$ cat src/rtl/csa_pipe_pkg.sv
// csa_pipe_pkg: shared constants, the pipeline-depth derivation and the
// stage-register record for the csa_pipe conditional-sum adder.
//   DEF_WIDTH / DEF_CHUNK : default operand and slice widths
//   csa_nch()             : number of pipeline stages (slices) for a geometry
//   csa_stage_t           : stage record at the default geometry
package csa_pipe_pkg;

    localparam int unsigned DEF_WIDTH = 16;
    localparam int unsigned DEF_CHUNK = 4;

    function automatic int unsigned csa_nch(input int unsigned width,
                                            input int unsigned chunk);
        return width / chunk;
    endfunction

    // Stage record at the default geometry; csa_pipe declares the same layout
    // sized by its own WIDTH parameter.
    typedef struct packed {
        logic                 valid;
        logic [DEF_WIDTH-1:0] a;
        logic [DEF_WIDTH-1:0] b;
        logic [DEF_WIDTH-1:0] psum;
        logic                 carry;
    } csa_stage_t;

endpackage

$ cat src/rtl/csa_chunk.sv
// csa_chunk: combinational CHUNK-bit conditional-sum slice. Produces the slice
// result for both possible carry-ins so the caller only has to select.
//   a, b       : slice operands
//   sum0, c0   : result and carry-out assuming carry-in 0
//   sum1, c1   : result and carry-out assuming carry-in 1
module csa_chunk #(
    parameter int unsigned CHUNK = 4
) (
    input  logic [CHUNK-1:0] a,
    input  logic [CHUNK-1:0] b,
    output logic [CHUNK-1:0] sum0,
    output logic             c0,
    output logic [CHUNK-1:0] sum1,
    output logic             c1
);

    // Per-bit carry nets live in each generate block so the two ripple
    // chains stay separate signals rather than one self-dependent vector.
    for (genvar i = 0; i < CHUNK; i++) begin : g_bit
        logic ci0, ci1, co0, co1;
        if (i == 0) begin : g_lsb
            assign ci0 = 1'b0;
            assign ci1 = 1'b1;
        end else begin : g_mid
            assign ci0 = g_bit[i-1].co0;
            assign ci1 = g_bit[i-1].co1;
        end
        csa_fa u_fa0 (.a(a[i]), .b(b[i]), .ci(ci0), .s(sum0[i]), .co(co0));
        csa_fa u_fa1 (.a(a[i]), .b(b[i]), .ci(ci1), .s(sum1[i]), .co(co1));
    end

    assign c0 = g_bit[CHUNK-1].co0;
    assign c1 = g_bit[CHUNK-1].co1;

endmodule

$ cat src/rtl/csa_fa.sv
// csa_fa: single-bit full adder, the leaf cell of csa_chunk.
//   a, b, ci : addend bits and carry-in
//   s, co    : sum bit and carry-out
module csa_fa (
    input  logic a,
    input  logic b,
    input  logic ci,
    output logic s,
    output logic co
);

    assign s  = a ^ b ^ ci;
    assign co = (a & b) | (ci & (a ^ b));

endmodule

$ cat src/rtl/csa_pipe.sv
// csa_pipe: pipelined conditional-sum adder/subtractor, one CHUNK-bit slice
// resolved per stage, valid/ready handshake on both sides.
//   clk, rst_n           : clock, synchronous active-low reset
//   in_valid, in_ready   : operand handshake
//   a, b, ci, sub        : operands; sub=1 gives a-b (ci ignored)
//   out_valid, out_ready : result handshake
//   sum, co              : result mod 2^WIDTH, carry-out (1 = no borrow)
//   ovf                  : signed overflow, only when CSA_PIPE_OVF_EN is defined
module csa_pipe
    import csa_pipe_pkg::*;
#(
    parameter int unsigned WIDTH = DEF_WIDTH,
    parameter int unsigned CHUNK = DEF_CHUNK
) (
    input  logic             clk,
    input  logic             rst_n,
    input  logic             in_valid,
    output logic             in_ready,
    input  logic [WIDTH-1:0] a,
    input  logic [WIDTH-1:0] b,
    input  logic             ci,
    input  logic             sub,
    output logic             out_valid,
    input  logic             out_ready,
    output logic [WIDTH-1:0] sum,
    output logic             co
`ifdef CSA_PIPE_OVF_EN
    ,
    output logic             ovf
`endif
);

    localparam int unsigned NCH = csa_nch(WIDTH, CHUNK);

    if (CHUNK == 0 || WIDTH == 0 || (WIDTH % CHUNK) != 0) begin : g_bad_geometry
        $error("csa_pipe: WIDTH must be a non-zero multiple of CHUNK");
    end

    typedef struct packed {
        logic             valid;
        logic [WIDTH-1:0] a;
        logic [WIDTH-1:0] b;
        logic [WIDTH-1:0] psum;
        logic             carry;
`ifdef CSA_PIPE_OVF_EN
        logic             ovf;
`endif
    } stage_t;

    stage_t         st     [1:NCH];
    stage_t         nxt_st [1:NCH];
    logic [NCH:1]   v;
    logic [NCH:1]   adv;

    // Slice s is resolved on the way into stage s+1; slice 0 straight from the ports.
    for (genvar s = 0; s < NCH; s++) begin : g_slice
        stage_t           src;
        stage_t           nxt;
        logic [CHUNK-1:0] s0, s1;
        logic             c0, c1;

        if (s == 0) begin : g_in
            always_comb begin
                src       = '0;
                src.valid = 1'b1;
                src.a     = a;
                src.b     = sub ? ~b : b;
                src.carry = sub | ci;
            end
        end else begin : g_reg
            assign src = st[s];
        end

        csa_chunk #(.CHUNK(CHUNK)) u_chunk (
            .a    (src.a[s*CHUNK +: CHUNK]),
            .b    (src.b[s*CHUNK +: CHUNK]),
            .sum0 (s0),
            .c0   (c0),
            .sum1 (s1),
            .c1   (c1)
        );

        always_comb begin
            nxt                          = src;
            nxt.valid                    = 1'b1;
            nxt.psum[s*CHUNK +: CHUNK]   = src.carry ? s1 : s0;
            nxt.carry                    = src.carry ? c1 : c0;
`ifdef CSA_PIPE_OVF_EN
            // a^b^sum at the MSB recovers the carry into the MSB.
            if (s == NCH - 1)
                nxt.ovf = src.a[WIDTH-1] ^ src.b[WIDTH-1] ^ nxt.psum[WIDTH-1] ^ nxt.carry;
`endif
        end

        assign nxt_st[s+1] = nxt;
    end

    // Walk from the output back to the input: "room" is whether the stage
    // downstream of k can take a new entry this cycle.
    always_comb begin
        logic        room;
        int unsigned k;
        v    = '0;
        adv  = '0;
        room = out_ready;
        k    = 0;
        for (int unsigned i = 1; i <= NCH; i++) v[i] = st[i].valid;
        for (int unsigned i = 0; i < NCH; i++) begin
            k      = NCH - i;
            adv[k] = v[k] & room;
            room   = !v[k] | adv[k];
        end
        in_ready = rst_n & room;
    end

    always_ff @(posedge clk) begin
        if (!rst_n) begin
            for (int unsigned k = 1; k <= NCH; k++) st[k] <= '0;
        end else begin
            if (in_valid && in_ready) st[1] <= nxt_st[1];
            else if (adv[1])          st[1].valid <= 1'b0;
            for (int unsigned k = 2; k <= NCH; k++) begin
                if (adv[k-1])    st[k] <= nxt_st[k];
                else if (adv[k]) st[k].valid <= 1'b0;
            end
        end
    end

    assign out_valid = st[NCH].valid;
    assign sum       = st[NCH].psum;
    assign co        = st[NCH].carry;
`ifdef CSA_PIPE_OVF_EN
    assign ovf       = st[NCH].ovf;
`endif

endmodule

$ cat config.mk
export PLATFORM = sky130hd
export DESIGN_NAME = csa_pipe
export DESIGN_NICKNAME = d
export VERILOG_FILES = /design/src/rtl/csa_pipe_pkg.sv /design/src/rtl/csa_chunk.sv /design/src/rtl/csa_fa.sv /design/src/rtl/csa_pipe.sv
export SDC_FILE = /design/constraint.sdc
export NUM_CORES = 1
export LEC_CHECK = 0
export BUFFER_PORTS_ARGS = -buffer_cell sky130_fd_sc_hd__buf_2
export CAP_MARGIN = 20
export CELL_PAD_IN_SITES_DETAIL_PLACEMENT = 0
export CELL_PAD_IN_SITES_GLOBAL_PLACEMENT = 2
export CORE_ASPECT_RATIO = 1.25
export CORE_MARGIN = 2
export CORE_UTILIZATION = 43
export CTS_CLUSTER_SIZE = 28
export DETAILED_ROUTE_END_ITERATION = 8
export GPL_TIMING_DRIVEN = 0
export PLACE_DENSITY_LB_ADDON = 0.1
export SLEW_MARGIN = 0
export SYNTH_ARGS = -nofsm -noshare
export SYNTH_HDL_FRONTEND = slang
export SYNTH_SLANG_ARGS = --single-unit
$ cat constraint.sdc
create_clock -name clk -period 7.3 [get_ports clk]
set_input_delay 1.46 -clock clk [delete_from_list [all_inputs] [get_ports clk]]
set_output_delay 1.46 -clock clk [all_outputs]
set_load 0.02 [all_outputs]
==> results.py, run 1 <==
metrics = {
    "clock_tree": {
        "hold_buffers": 0,
        "clock-root-buffer": "clkbuf_16",
        "path_clk_slew_ns": 0.05,
        "clk-insertion-delay-late_ns": 0.33,
        "cts_tree": "done",
        "numCtsBuffers": 9,
        "htree_num_levels": 3,
        "cts_buffer_depth": 2,
        "post_cts_buffers": 0,
        "post_cts_resized": 0,
        "clock-sinks": 96,
    },
    "drt": {
        "drc": 0,
        "via_per_inst": 4.25,
        "num_vias": 2080,
        "final_antenna_net_count": 0,
        "drt_iter0_drc": 54,
        "drt-total-wl_um": 5220,
        "drtPass1Iterations": 4,
        "wl_per_cell_um": 10.7,
    },
    "finish": {
        "nets": 417,
        "layout-drive-gt1-share_pct": 22.0,
        "top_register": "st",
        "n_antenna_cell": 0,
        "final_util_pct": 51.7,
        "biggestRegsByFlops": "st (96)",
        "nFillCells": 841,
        "syn2layout_area_growth_pct": 16.8,
        "layoutNonFillerInstCount": 489,
        "largest_reg_flops": 96,
        "stdcell_area_um2": 4970,
    },
    "placement": {
        "hpwl_um": 4020,
        "gp_congestion": 0.729,
        "preCtsSetupSlack_ns": 3.30,
        "place_area_um2": 4680,
        "port_buffers": 55,
        "dpl.cell_count": 473,
    },
    "worst_setup_path": {
        "crit_fanout": 10,
        "r2r_cells": 8,
        "r2r_slack_ns": 4.94,
        "cp-start-kind": "input pin",
        "reg2reg_from": "st[0][141]",
        "r2r-end": "st[0][162]",
        "path_class": "in -> reg",
        "end_kind": "flop",
        "worstPathRequired_ns": 7.39,
        "arrival_ns": 3.72,
    },
    "logic_synthesis": {
        "avgSynthCellArea_um2": 14.6,
        "synth_cells": 292,
        "yosysSeqAreaShare_pct": 67.8,
        "yosysTopAreaCell": "edfxtp_1",
        "yosysMostFrequentCell": "edfxtp_1",
        "yosysWarnings": 0,
        "synthFlopType": "edfxtp_1",
        "ys_ff_latch": 96,
        "synth_edf_count": 96,
        "syn_nets": 350,
        "syn_area_um2": 4250,
        "ys_async_sr_fraction_pct": 0,
        "yosysUniqueCellTypes": 25,
        "synth_top_area_share_pct": 67.8,
        "yosys-top-cells-area": "edfxtp_1 68%, and2_1 10%, fa_1 5.7%, xnor2_1 3.5%, inv_1 2.4%",
        "ys_top_cells_by_count": "96 x edfxtp_1, 68 x and2_1, 27 x inv_1",
    },
    "die": {
        "die_height_um": 115,
        "coreArea_um2": 9610,
        "row_count": 40,
        "die_w_um": 92.9,
        "die_area_um2": 10700,
        "start_util_pct": 44.2,
        "pin_count": 57,
    },
    "timing": {
        "finalSetupTns_ns": 0,
        "period_minus_slack_ns": 3.63,
        "finalCritPeriodShare_pct": 49.7,
        "final.setup_skew_ns": 0.00490,
        "max_freq_mhz": 275,
        "slew_headroom_pct": 35.9,
        "timing_hold_violations_final": 0,
        "tightest_slew_ns": 0.960,
        "finalMaxSlewViolations": 0,
        "setup_slack_ns": 3.67,
        "setup_viol": 0,
        "rsz0062_at_grt": "false",
    },
    "min_path": {
        "hold_start": "st[0][153]",
        "holdPathEnd": "st[0][203]",
        "whs_path_depth": 1,
        "worst_hold_path_type": "reg -> reg",
    },
    "global_route": {
        "grt_pass1_wl_um": 9150,
        "grt_pass1_vias": 2027,
        "grt_use_total_pct": 11.5,
        "overflow": 0,
        "antenna_found_initial": 0,
        "grt_max_degree": 30,
    },
    "pwr": {
        "vdd_drop_max_mv": 0.0982,
        "powerDensity_nw_per_um2": 248,
        "leakagePower_nw": 2.07,
    },
    "status": {
        "status": "completed",
    },
    "flow_run": {
        "cap_viol_max_count": 0,
    },
}
## stage by stage
step                hold slack, ns  total power, mW
floorplan                    0.497            0.803
global placement             0.501            0.847
detailed placement           0.501            0.851
CTS                          0.515             1.25
global route                 0.525             1.30
finish                       0.513             1.23
## layout make-up
cell class	instances	area [um^2]	share of cell area, %
clock buffer	10	229	4.61
clock inverter	5	25.0	0.504
multi-input combinational	159	1210	24.4
buffer	9	53.8	1.08
sequential	96	2880	58.0
timing repair buffer	56	303	6.10
inverter	28	105	2.12
tap	126	158	3.17
## worst max-delay path, stage by stage
cell	delay [ns]
buf_2	0.23
xor2_1	0.23
inv_1	0.06
ha_1	0.17
o21ai_0	0.07
o31ai_1	0.11
fa_1	0.41
fa_1	0.37
inv_1	0.08
fa_1	0.39
and2_1	0.14
## worst max-delay path by stage
stage	startpoint	endpoint	slack, ns	depth (start not counted)
after floorplan	sub	st[0][54]	3.49	11
after global placement	sub	st[0][54]	3.36	11
after detailed placement	sub	st[0][54]	3.30	11
after CTS	sub	st[0][54]	3.65	11
after global routing	sub	st[0][54]	3.49	11
final	sub	st[0][54]	3.67	11
## report_power, final
part | leakage (nW) | switching (mW) | internal, mW
clock network | 0.123 | 0.173 | 0.225
registers | 1.01 | 0.0179 | 0.676
logic | 0.929 | 0.0845 | 0.0574
## layout by cell type, fill, tap and decap left out, drive strengths merged, types with 8 or more instances in the layout
cell	Yosys	final
inv	28	28
xnor2	17	17
nand2	8	8
clkbuf	1	11
edfxtp	96	96
nor2	26	26
and2	68	68
fa	12	12
buf	8	64
ha	8	8
## layer usage
metal	GRT usage (%)	wire, um
met1	13.1	2150
met2	19.0	2650
met3	3.34	292
met4	7.65	131
met5	0	0
## cells by family after synthesis
kind of cell / count (synthesis) / synth area share [%]
AO/OA/AOI/OAI: 7 / 1.38
XOR/XNOR: 20 / 4.12
adder cells (fa/ha/maj): 20 / 8.00
buffers and inverters: 37 / 3.74
flip-flops: 96 / 67.8
multiplexers: 2 / 0.471
AND/OR/NAND/NOR: 110 / 14.5
Power figures use the tool's default switching activity.
==> run 2, diff against run 1 <==
--- a/config.mk
+++ b/config.mk
@@ -5,13 +5,14 @@
 export SDC_FILE = /design/constraint.sdc
 export NUM_CORES = 1
 export LEC_CHECK = 0
+export ABC_AREA = 1
 export BUFFER_PORTS_ARGS = -buffer_cell sky130_fd_sc_hd__buf_2
 export CAP_MARGIN = 20
 export CELL_PAD_IN_SITES_DETAIL_PLACEMENT = 0
 export CELL_PAD_IN_SITES_GLOBAL_PLACEMENT = 2
 export CORE_ASPECT_RATIO = 1.25
 export CORE_MARGIN = 2
-export CORE_UTILIZATION = 43
+export CORE_UTILIZATION = 39
 export CTS_CLUSTER_SIZE = 28
 export DETAILED_ROUTE_END_ITERATION = 8
 export GPL_TIMING_DRIVEN = 0
==> constraint.sdc (replaced) <==
create_clock -name clk -period 3.46 [get_ports clk]
set_input_delay 0.692 -clock clk [delete_from_list [all_inputs] [get_ports clk]]
set_output_delay 0.692 -clock clk [all_outputs]
set_load 0.02 [all_outputs]
==> results.py, run 2 <==
metrics = {
    "worst_setup_path": {
        "worstPathRequired_ns": 3.55,
        "r2r_cells": 8,
        "r2r_slack_ns": 1.05,
        "crit_fanout": 8,
        "crit_end": "st[0][54]",
        "r2r-end": "st[0][162]",
        "arrival_ns": 2.67,
        "cp-start-kind": "input pin",
        "critPathLaunch": "sub",
        "path_class": "in -> reg",
        "end_kind": "flop",
        "reg2reg_from": "st[0][141]",
    },
    "global_route": {
        "grt_use_total_pct": 9.99,
        "grt_pass1_vias": 2152,
        "grt_max_degree": 30,
        "grt_pass1_wl_um": 9460,
        "antenna_found_initial": 0,
        "overflow": 0,
    },
    "pwr": {
        "vdd_drop_max_mv": 0.206,
        "powerDensity_nw_per_um2": 541,
        "leakagePower_nw": 2.27,
    },
    "finish": {
        "final_cell_mix": "96 x edfxtp_1, 93 x inv_1, 79 x nor2_1, 55 x buf_2, 20 x nor2_2",
        "layoutNonFillerInstCount": 573,
        "syn2layout_area_growth_pct": 17.9,
        "biggestRegsByFlops": "st (96)",
        "top_register": "st",
        "layout_commonest_cell": "edfxtp_1",
        "largest_reg_flops": 96,
        "nets": 491,
        "layout-drive-gt1-share_pct": 25.1,
        "n_antenna_cell": 0,
    },
    "timing": {
        "tightest_slew_ns": 0.943,
        "finalCritPeriodShare_pct": 74.4,
        "max_freq_mhz": 388,
        "finalSetupTns_ns": 0,
        "rsz0062_at_grt": "false",
        "slew_headroom_pct": 37.0,
        "period_minus_slack_ns": 2.57,
        "timing_hold_violations_final": 0,
        "finalMaxSlewViolations": 0,
        "setup_viol": 0,
        "final.setup_skew_ns": 0.00802,
    },
    "die": {
        "start_util_pct": 40.0,
        "pin_count": 57,
        "die_w_um": 99.3,
        "row_count": 43,
        "die_area_um2": 12200,
        "coreArea_um2": 11100,
        "die_height_um": 123,
    },
    "drt": {
        "drc": 0,
        "wl_per_cell_um": 9.14,
        "drtPass1Iterations": 4,
        "via_per_inst": 3.89,
        "final_antenna_net_count": 0,
        "drt_iter0_drc": 59,
        "num_vias": 2230,
        "drt-total-wl_um": 5240,
    },
    "clock_tree": {
        "htree_num_levels": 3,
        "post_cts_resized": 0,
        "hold_buffers": 0,
        "post_cts_buffers": 0,
        "cts_tree": "done",
        "cts_buffer_depth": 2,
        "clock-root-buffer": "clkbuf_16",
        "clk-insertion-delay-late_ns": 0.34,
        "numCtsBuffers": 9,
        "clock-sinks": 96,
        "path_clk_slew_ns": 0.06,
    },
    "logic_synthesis": {
        "synthFlopType": "edfxtp_1",
        "ys_async_sr_fraction_pct": 0,
        "synth_edf_count": 96,
        "synth_cells": 366,
        "syn_nets": 424,
        "yosysSeqAreaShare_pct": 65.1,
        "yosysMostFrequentCell": "edfxtp_1",
        "yosysTopAreaCell": "edfxtp_1",
        "yosysWarnings": 0,
        "ys_ff_latch": 96,
        "synth_top_area_share_pct": 65.1,
        "yosys-top-cells-area": "edfxtp_1 65%, inv_1 7.9%, nor2_1 6.7%, fa_1 5.4%, xnor2_1 3.6%",
        "yosysUniqueCellTypes": 19,
        "syn_area_um2": 4430,
        "avgSynthCellArea_um2": 12.1,
        "ys_top_cells_by_count": "96 x edfxtp_1, 93 x inv_1, 79 x nor2_1",
    },
    "placement": {
        "port_buffers": 55,
        "hpwl_um": 4060,
        "dpl.cell_count": 556,
        "gp_congestion": 0.716,
    },
    "min_path": {
        "worst_hold_path_type": "reg -> reg",
        "whs_path_depth": 2,
    },
    "flow_run": {
        "cap_viol_max_count": 0,
    },
    "status": {
        "status": "completed",
    },
}
## run 2: area by class of cell
type | instances | area (um^2)
plain buffers | 11 | 101
clock buffers | 10 | 229
clock inverters | 6 | 92.6
fillers | 1063 | 5860
inverters | 95 | 357
multi-input cells | 164 | 1090
flip-flops and latches | 96 | 2880
well taps | 135 | 169
repair buffers | 56 | 303
## run 2: through the flow
| stage | total power, mW | area [um^2] | setup slack (ns) | hold slack (ns) | util [%] |
|---|---|---|---|---|---|
| after floorplan | 1.73 | 4430 | 0.632 | 0.519 | - |
| after global placement | 1.82 | 4870 | 0.547 | 0.536 | 44.0 |
| after detailed placement | 1.82 | 4870 | 0.520 | 0.535 | 44.0 |
| after CTS | 2.86 | 5200 | 0.881 | 0.553 | 46.9 |
| after global routing | 2.96 | 5220 | 0.772 | 0.568 | 47.1 |
| final | 2.83 | 5220 | 0.886 | 0.546 | 47.1 |
## run 2: routing by layer
metal / vias up / track usage [%] / part of all wire [%]
li1: 1252 / - / -
met1: 913 / 11.7 / 43
met2: 54 / 16.4 / 49
met3: 11 / 2.26 / 5.2
met4: 0 / 6.68 / 2.9
met5: - / 0 / 0
## run 2: worst min path at each step
stage | from | to | slack [ns]
6_report | st[0][161] | st[0][211] | 0.55
5_1_grt | st[0][161] | st[0][211] | 0.57
4_1_cts | st[0][161] | st[0][211] | 0.55
3_5_place_dp | st[0][129] | st[0][179] | 0.54
3_3_place_gp | st[0][155] | st[0][205] | 0.54
2_1_floorplan | st[0][51] | st[0][101] | 0.52
## run 2: cell families after synthesis
| group | count (synthesis) | synth area share, % |
|---|---|---|
| adders and majority gates | 20 | 7.68 |
| xor gates and xnor gates | 20 | 3.95 |
| and+or+nand+nor | 119 | 12.3 |
| DFF | 96 | 65.1 |
| buffers and inverters | 106 | 10.3 |
| AOI/OAI and AO/OA | 5 | 0.650 |
## run 2: report_power, final
| part | leakage, nW | switching (mW) | internal, mW |
|---|---|---|---|
| logic | 1.09 | 0.211 | 0.130 |
| clock network | 0.155 | 0.396 | 0.637 |
| registers | 1.03 | 0.0367 | 1.42 |
| total | 2.27 | 0.644 | 2.18 |
## run 2: worst max-delay path, cell delays in order
cell and delay (ns):
buf_4 0.15, xnor2_1 0.15, ha_1 0.18, nor2_1 0.09, a21oi_1 0.05, fa_1 0.39, fa_1 0.38, inv_1 0.07
fa_1 0.40, inv_1 0.06, nor2_1 0.04
